[src/rtl/ahb_pkg.sv]
// Shared AHB protocol constants and byte-lane helpers.
package ahb_pkg;

  localparam logic [1:0] HTRANS_IDLE   = 2'b00;
  localparam logic [1:0] HTRANS_BUSY   = 2'b01;
  localparam logic [1:0] HTRANS_NONSEQ = 2'b10;
  localparam logic [1:0] HTRANS_SEQ    = 2'b11;

  localparam logic [1:0] HRESP_OKAY  = 2'b00;
  localparam logic [1:0] HRESP_ERROR = 2'b01;

  localparam logic [2:0] HSIZE_BYTE = 3'b000;
  localparam logic [2:0] HSIZE_HALF = 3'b001;
  localparam logic [2:0] HSIZE_WORD = 3'b010;

  // Byte strobes for a 32-bit lane given transfer size and low address bits.
  function automatic logic [3:0] ahb_strb(input logic [2:0] hsize, input logic [1:0] addr);
    logic [3:0] strb;
    strb = '0;
    case (hsize)
      HSIZE_BYTE: strb = 4'b0001 << addr;
      HSIZE_HALF: strb = 4'b0011 << {addr[1], 1'b0};
      HSIZE_WORD: strb = 4'b1111;
      default:    strb = '0;
    endcase
    return strb;
  endfunction

  // Oversized or misaligned transfers cannot be mapped onto a 32-bit APB access.
  function automatic logic ahb_illegal(input logic [2:0] hsize, input logic [1:0] addr);
    logic bad;
    bad = 1'b0;
    case (hsize)
      HSIZE_BYTE: bad = 1'b0;
      HSIZE_HALF: bad = addr[0];
      HSIZE_WORD: bad = |addr;
      default:    bad = 1'b1;
    endcase
    return bad;
  endfunction

endpackage

[src/rtl/ahb2apb_bridge.sv]
// AHB single-transfer slave to APB master bridge, one transfer in flight.
module ahb2apb_bridge
  import ahb_pkg::*;
#(
  parameter int C_S_AHB_DATA_WIDTH = 32,
  parameter int C_S_AHB_ADDR_WIDTH = 32,
  parameter int APB_ADDR_WIDTH     = 16,
  parameter int TIMEOUT_CYCLES     = 256
) (
  input  logic                          HCLK,
  input  logic                          H_nREST,
  input  logic                          HSEL,
  input  logic [C_S_AHB_ADDR_WIDTH-1:0] HADDR,
  input  logic [1:0]                    HTRANS,
  input  logic                          HWRITE,
  input  logic [2:0]                    HSIZE,
  input  logic [C_S_AHB_DATA_WIDTH-1:0] HWDATA,
  output logic [C_S_AHB_DATA_WIDTH-1:0] HRDATA,
  output logic [1:0]                    HRESP,
  output logic                          HREAD_o,
  output logic [APB_ADDR_WIDTH-1:0]     PADDR,
  output logic                          PSEL,
  output logic                          PENABLE,
  output logic                          PWRITE,
  output logic [C_S_AHB_DATA_WIDTH-1:0] PWDATA,
  output logic [3:0]                    PSTRB,
  input  logic [C_S_AHB_DATA_WIDTH-1:0] PRDATA,
  input  logic                          PREADY,
  input  logic                          PSLVERR
);

  localparam int CW = (TIMEOUT_CYCLES > 1) ? $clog2(TIMEOUT_CYCLES) : 1;

  typedef enum logic [2:0] {
    ST_IDLE,
    ST_WLATCH,
    ST_SETUP,
    ST_ACCESS,
    ST_DONE,
    ST_ERR1,
    ST_ERR2
  } state_t;

  state_t        state_q, state_d;
  logic          accept;
  logic          illegal;
  logic          timeout_hit;
  logic [1:0]    addr_lo_q;
  logic [2:0]    hsize_q;
  logic [CW-1:0] tcnt_q;

  // Address-phase qualification and timeout threshold decode.
  always_comb begin
    accept      = HSEL & HTRANS[1] & HREAD_o;
    illegal     = ahb_illegal(HSIZE, HADDR[1:0]);
    timeout_hit = (TIMEOUT_CYCLES != 0) && (tcnt_q == CW'(TIMEOUT_CYCLES - 1));
  end

  // Next-state logic; DONE and ERR2 double as address phases for the next transfer.
  always_comb begin
    state_d = state_q;
    case (state_q)
      ST_IDLE, ST_DONE, ST_ERR2: begin
        if (accept) begin
          if (illegal)     state_d = ST_ERR1;
          else if (HWRITE) state_d = ST_WLATCH;
          else             state_d = ST_SETUP;
        end else begin
          state_d = ST_IDLE;
        end
      end
      ST_WLATCH: state_d = ST_SETUP;
      ST_SETUP:  state_d = ST_ACCESS;
      ST_ACCESS: begin
        if (PREADY)           state_d = PSLVERR ? ST_ERR1 : ST_DONE;
        else if (timeout_hit) state_d = ST_ERR1;
      end
      ST_ERR1:   state_d = ST_ERR2;
      default:   state_d = ST_IDLE;
    endcase
  end

  // State register.
  always_ff @(posedge HCLK or negedge H_nREST) begin
    if (!H_nREST) state_q <= ST_IDLE;
    else          state_q <= state_d;
  end

  // Handshake outputs registered from the next state so they align with it.
  always_ff @(posedge HCLK or negedge H_nREST) begin
    if (!H_nREST) begin
      HREAD_o <= 1'b1;
      HRESP   <= HRESP_OKAY;
      PSEL    <= 1'b0;
      PENABLE <= 1'b0;
    end else begin
      HREAD_o <= (state_d inside {ST_IDLE, ST_DONE, ST_ERR2});
      HRESP   <= (state_d inside {ST_ERR1, ST_ERR2}) ? HRESP_ERROR : HRESP_OKAY;
      PSEL    <= (state_d inside {ST_SETUP, ST_ACCESS});
      PENABLE <= (state_d == ST_ACCESS);
    end
  end

  // APB request fields: address/direction on accept, write data and strobes one cycle later.
  always_ff @(posedge HCLK or negedge H_nREST) begin
    if (!H_nREST) begin
      PADDR     <= '0;
      PWRITE    <= 1'b0;
      PWDATA    <= '0;
      PSTRB     <= '0;
      addr_lo_q <= '0;
      hsize_q   <= '0;
    end else begin
      if (accept && !illegal) begin
        PADDR     <= HADDR[APB_ADDR_WIDTH-1:0];
        PWRITE    <= HWRITE;
        addr_lo_q <= HADDR[1:0];
        hsize_q   <= HSIZE;
        if (!HWRITE) PSTRB <= '0;
      end
      if (state_q == ST_WLATCH) begin
        PWDATA <= HWDATA;
        PSTRB  <= ahb_strb(hsize_q, addr_lo_q);
      end
    end
  end

  // Read data capture on a successful read completion only.
  always_ff @(posedge HCLK or negedge H_nREST) begin
    if (!H_nREST) HRDATA <= '0;
    else if (state_q == ST_ACCESS && PREADY && !PSLVERR && !PWRITE) HRDATA <= PRDATA;
  end

  // Wait-state counter: advances each stalled ACCESS cycle, cleared on leaving ACCESS.
  always_ff @(posedge HCLK or negedge H_nREST) begin
    if (!H_nREST) tcnt_q <= '0;
    else if (state_q == ST_ACCESS && state_d == ST_ACCESS) tcnt_q <= tcnt_q + 1'b1;
    else tcnt_q <= '0;
  end

endmodule

[config.mk]
export PLATFORM = sky130hd
export DESIGN_NAME = ahb2apb_bridge
export DESIGN_NICKNAME = d
export VERILOG_FILES = /design/src/rtl/ahb_pkg.sv /design/src/rtl/ahb2apb_bridge.sv
export SDC_FILE = /design/constraint.sdc
export NUM_CORES = 1
export LEC_CHECK = 0
export BUFFER_PORTS_ARGS = -buffer_cell sky130_fd_sc_hd__buf_2
export CAP_MARGIN = 20
export CELL_PAD_IN_SITES_DETAIL_PLACEMENT = 2
export CELL_PAD_IN_SITES_GLOBAL_PLACEMENT = 2
export CORE_MARGIN = 5
export CORE_UTILIZATION = 32
export CTS_CLUSTER_DIAMETER = 120
export DETAILED_ROUTE_END_ITERATION = 6
export GPL_ROUTABILITY_DRIVEN = 0
export PLACE_DENSITY = 0.94
export SLEW_MARGIN = 20
export SYNTH_ARGS = -nofsm -noshare
export SYNTH_HDL_FRONTEND = slang
export SYNTH_SLANG_ARGS = --single-unit
[constraint.sdc]
create_clock -name HCLK -period 5 [get_ports HCLK]
set_input_delay 1 -clock HCLK [delete_from_list [all_inputs] [get_ports HCLK]]
set_output_delay 1 -clock HCLK [all_outputs]
set_load 0.01 [all_outputs]
Word-level counts from Yosys, hierarchy flattened
Index checks and enable logic that the tools add are counted.
{ "op_classes": {"add_sub_neg": 1, "eq_ne": 17, "shifts": 2, "muxes": 14, "bitwise": 2, "reduce_logical": 19} }
{ "ops": {"columns": ["op", "count"], "rows": [
  ["3-bit by 2-bit equality test with 1-bit output (second input constant)", 6],
  ["3-bit equality test (second input constant)", 6],
  ["3-bit one-hot mux with 5 select lines", 1],
  ["3-bit logical NOT", 4],
  ["3-bit two-way mux", 4],
  ["4-bit two-way mux", 3],
  ["4-bit one-hot mux with 3 select lines", 1],
  ["3-bit by 1-bit equality test with 1-bit output (second input constant)", 3],
  ["8-bit by 1-bit adder with 8-bit output (second input constant)", 1],
  ["8-bit equality test (second input constant)", 1],
  ["8-bit two-way mux", 1],
  ["2-bit nonzero test", 3],
  ["1-bit logical AND", 5],
  ["1-bit by 2-bit << shifter with 4-bit output (first input constant)", 1],
  ["2-bit by 2-bit << shifter with 4-bit output (first input constant)", 1],
  ["1-bit logical NOT", 3],
  ["1-bit one-hot mux with 3 select lines", 1],
  ["3-bit nonzero test", 1],
  ["3-bit OR reduction", 1],
  ["1-bit bitwise AND", 2],
  ["1-bit two-way mux", 2],
  ["2-bit two-way mux", 1],
  ["2-bit by 1-bit != test with 1-bit output (second input constant)", 1],
  ["2-bit AND reduction", 1],
  ["2-bit OR reduction", 1]
]} }
{ "totals": {"regBits": 105, "output_inout_bits": 90, "word_cells": 68} }

Longest topological paths before layout
{ "depth": {"depth_word": 8, "ltp_mapped": 7, "mapped_depth_nobuf": 6} }

Least setup slack after synthesis
No wires, ideal clock.
{ "synth_timing": {"path_type": "input to register", "startpoint": "input HSIZE[0]", "endpoint": "register PADDR[0]", "setup_ps": 125, "arrival_ps": 2172, "t_required_ps": 4875, "setup_slack_ps": 2703, "stages": 5, "path_buffers": 1, "path_cell_list": "nor3_1 > o21bai_1 > nor2_1 > buf_1 > mux2_2"} }
{ "synth_via": {"elab_chain_len": 4, "elab_cells_between_ends": 6} }
{ "synth_lines": {"columns": ["element", "line_no", "text"], "rows": [
  ["start: declaration", "ahb2apb_bridge.sv:16", "input logic [2:0] HSIZE,"],
  ["3-bit by 2-bit equality test with 1-bit output (tied with other cells)", "ahb_pkg.sv:33", "case (hsize)"],
  ["1-bit one-hot mux with 3 select lines (*)", "ahb_pkg.sv:33", null],
  ["1-bit logical NOT (*)", "ahb2apb_bridge.sv:114", "if (accept && !illegal) begin"],
  ["1-bit logical AND (*)", "ahb2apb_bridge.sv:114", null],
  ["end signal: assignment", "ahb2apb_bridge.sv:115", "PADDR <= HADDR[APB_ADDR_WIDTH-1:0];"],
  ["end: declaration", "ahb2apb_bridge.sv:21", "output logic [APB_ADDR_WIDTH-1:0] PADDR,"]
]} }
Every way passes the cells marked *; elsewhere a longest branch is shown, timed or not.
A chain may end at the register's enable or synchronous reset.

Final worst setup path
{ "layout_timing": {"startpoint": "input HSIZE[0]", "endpoint": "register PADDR[8]"} }
The elaborated chain is that of the path after synthesis.

==> impl_results.md <==
- Dpl hpwl: 9.71 mm
- Comb pwr share: 0.390
- Root Buffer: clkbuf_16
- Fin crit period: 2.46 ns
- Dominant synthesized flop cell: dfrtp_1
- Row cnt: 41
- Commonest non-fill, non-tap cells in the layout: 177 x buf_2, 102 x dfrtp_1, 51 x mux2_2
- Yosys warns: 0
- CP max-delay cell: nor2_2
- Hold violation count in the final report: 0
- CTS Buf Count: 9
- Post-synthesis mux area share: 0.245
- Post-cts resize count: 0
- Critical path buffers and inverters: 1
- Synth Area in Adders: 0.00299
- Largest vdd supply drop: 0.000260 V
- Grt met1 use: 0.181
- Fin area: 5510 µm²
- Gr usage total: 0.164
- Critical path class: in -> reg
- Routed vias/inst: 4.57
- Register area share after synthesis: 0.616
- RSZ-0062 raised after global routing: no
- Worst-path fanout max: 21
- Clk pwr share: 0.199
- Initial antenna violation count: 0
- Core box area: 12700 µm²
- Fraction of layout cells with a size suffix above 1: 0.623
- Int Power: 2.31 mW
- Die X: 124 µm
- Drt drc: 0
- Nature of the critical path startpoint: input pin
- Setup Fix Bufs, Post-CTS: 0
- Maximum clock path buffer count: 2
- CP delay by family, top: simple AND/OR/NAND/NOR gates
- Chip height: 124 µm
- FF+latch count, synth: 103
- CP cell instances: buf_2, nor3_1, o21bai_1, nor2_2, mux2_2
- Grt total ovfl: 0
- Top Usage Layer GRT: met2
- Clk_lat worst skew: 0.34 ns
- Reg-to-reg startpoint: state_q[1]
- Overall Power: 3.52 mW
- Number of global-route vias before repair: 3460
- Antenna fix cells: 0
- Hold Crit Start: PSTRB[2]
- Max Fclk: 407 MHz
- Hold WS: 0.498 ns
- Element type at the critical path end: register
- Mapped Avg Cell Area: 15.2 µm²
- Post-Syn Area: 4190 µm²
- FFs w/ async S/R, synth: 1.00
- Most common cell after layout, fill and taps aside: buf_2
- Pwr dens: 639 nW/µm²
- Slew HR: 0.349
- Initial drt markers: 122
- WL/cell: 19.6 µm
- Post-Synth XOR/XNOR Area: 0.0126
- Transition time of the tightest slew-check pin: 0.976 ns
- Post-synthesis compound-gate area fraction: 0.0401
- Synth Instances: 276
- Main combinational cell family by area after synthesis: multiplexers
- IO buf count: 178
- Netlist cell types: 38
- Reg power frac: 0.411
- Largest net degree at the start of global routing: 62
- Vias: 2884
- Min-delay worst type: reg -> reg
- GRT met3 Usage: 0.0562
- Switching Fraction: 0.345
- Crit-path max cell delay: 0.80 ns
- Final wirelength: 12.4 mm
- Initial Utilization: 0.329
- TritonCTS clock tree: built
- Setup-failing EPs final: 0
- Clk_skew: 0.00752 ns
- Worst EP required: 5.23 ns
- Fin Setup TNS: 0 ns
- Simple-gate share of the synthesized area: 0.0511
- Nets: 562
- DRT antenna net count: 0
- Max-slew violation count: 0
- Die ar.: 15500 µm²
- H-tree levels: 3
- I/O Pins: 197
- First-pass GRT wire length: 20.2 mm
- Syn Nets: 384
- Leakage: 2.85 nW
- Status: finished, final reports clean
- TritonRoute pass-1 iters: 4
- Clk pin slew, worst setup/hold paths: 0.07 ns
- CP startpoint: HSIZE[0]
- Crit path arrival time: 2.68 ns
- Area grow syn2layout: 31.5%
- Crit share post-route: 0.492
- Max cap viols: 0
- # clock sinks: 103
- Switch Pwr: 1.21 mW
- Number of flops mapped to enable cells by yosys: 0
- Cts hold-fix bufs: 0
- Placed instance area: 5200 µm²
- Met2 GRT Util: 0.300
-- sequential cells by signal, summed over array words and instances, names as in the netlist --
register	count
HRDATA	32
PWDATA	32
PADDR	16
tcnt_q	8
PSTRB	4
hsize_q	3
state_q	3
HREAD_o	1
HRESP	1
PENABLE	1
PSEL	1
PWRITE	1
-- metrics by stage --
stage,std cells,util,setup WS (ns)
floorplan,276,-,2.70
global placement,615,0.409,2.20
detailed placement,615,0.409,2.12
CTS,631,0.433,2.48
global route,631,0.433,2.37
finish,631,0.433,2.54
-- routing by layer --
metal | share of wire | up-vias
li1 | - | 1316
met1 | 0.39 | 1435
met2 | 0.54 | 120
met3 | 0.059 | 13
met4 | 0.015 | 0
met5 | 0 | -
-- synthesized netlist by cell type (4+ instances only) --
| cell type | n | share of area |
|---|---|---|
| dfrtp_1 | 102 | 0.61 |
| mux2_2 | 51 | 0.14 |
| mux2_4 | 30 | 0.11 |
| nor2_1 | 16 | 0.014 |
| a21oi_1 | 8 | 0.0096 |
| clkbuf_1 | 6 | 0.0054 |
| and3_1 | 5 | 0.0075 |
| nand3_1 | 4 | 0.0048 |
| o2bb2ai_1 | 4 | 0.0084 |
-- final timing paths --
kind	to	slack [ns]	depth (start not counted)
worst max register to register	HRDATA[13]	2.80	4
worst max-delay path	PADDR[8]	2.54	5
worst min register to register	PSTRB[2]	0.50	1
worst min-delay path	PSTRB[2]	0.50	1
max in group asynchronous	HRDATA[3]	3.17	2
min in group asynchronous	HRDATA[18]	0.72	1
-- area by class of cell --
class,count,area [µm²]
clock buffer,9,225
clock inverter,7,72.6
fill,1356,7220
inverter,5,18.8
multi-input combinational,155,1490
sequential,103,2580
tap,172,215
timing repair buffer,180,908
-- logic make-up (layout without fill, tap and decap cells) --
family / after synthesis / after routing
flip-flops: 103 / 103
other: 1 / 1
adder cells (fa/ha/maj): 1 / 1
multiplexers: 81 / 81
buffers and inverters: 18 / 201
XOR/XNOR: 6 / 6
AO/OA/AOI/OAI: 24 / 24
AND/OR/NAND/NOR: 42 / 42
-- power groups by stage --
stage | combinational, mW | sequential (mW) | clock, mW
after global placement | 1.31 | 1.41 | 0
after floorplan | 0.645 | 1.57 | 0
after CTS | 1.41 | 1.45 | 0.731
after detailed placement | 1.40 | 1.46 | 0
final | 1.37 | 1.45 | 0.702
after global routing | 1.47 | 1.50 | 0.768
Power figures use the tool's default switching activity.
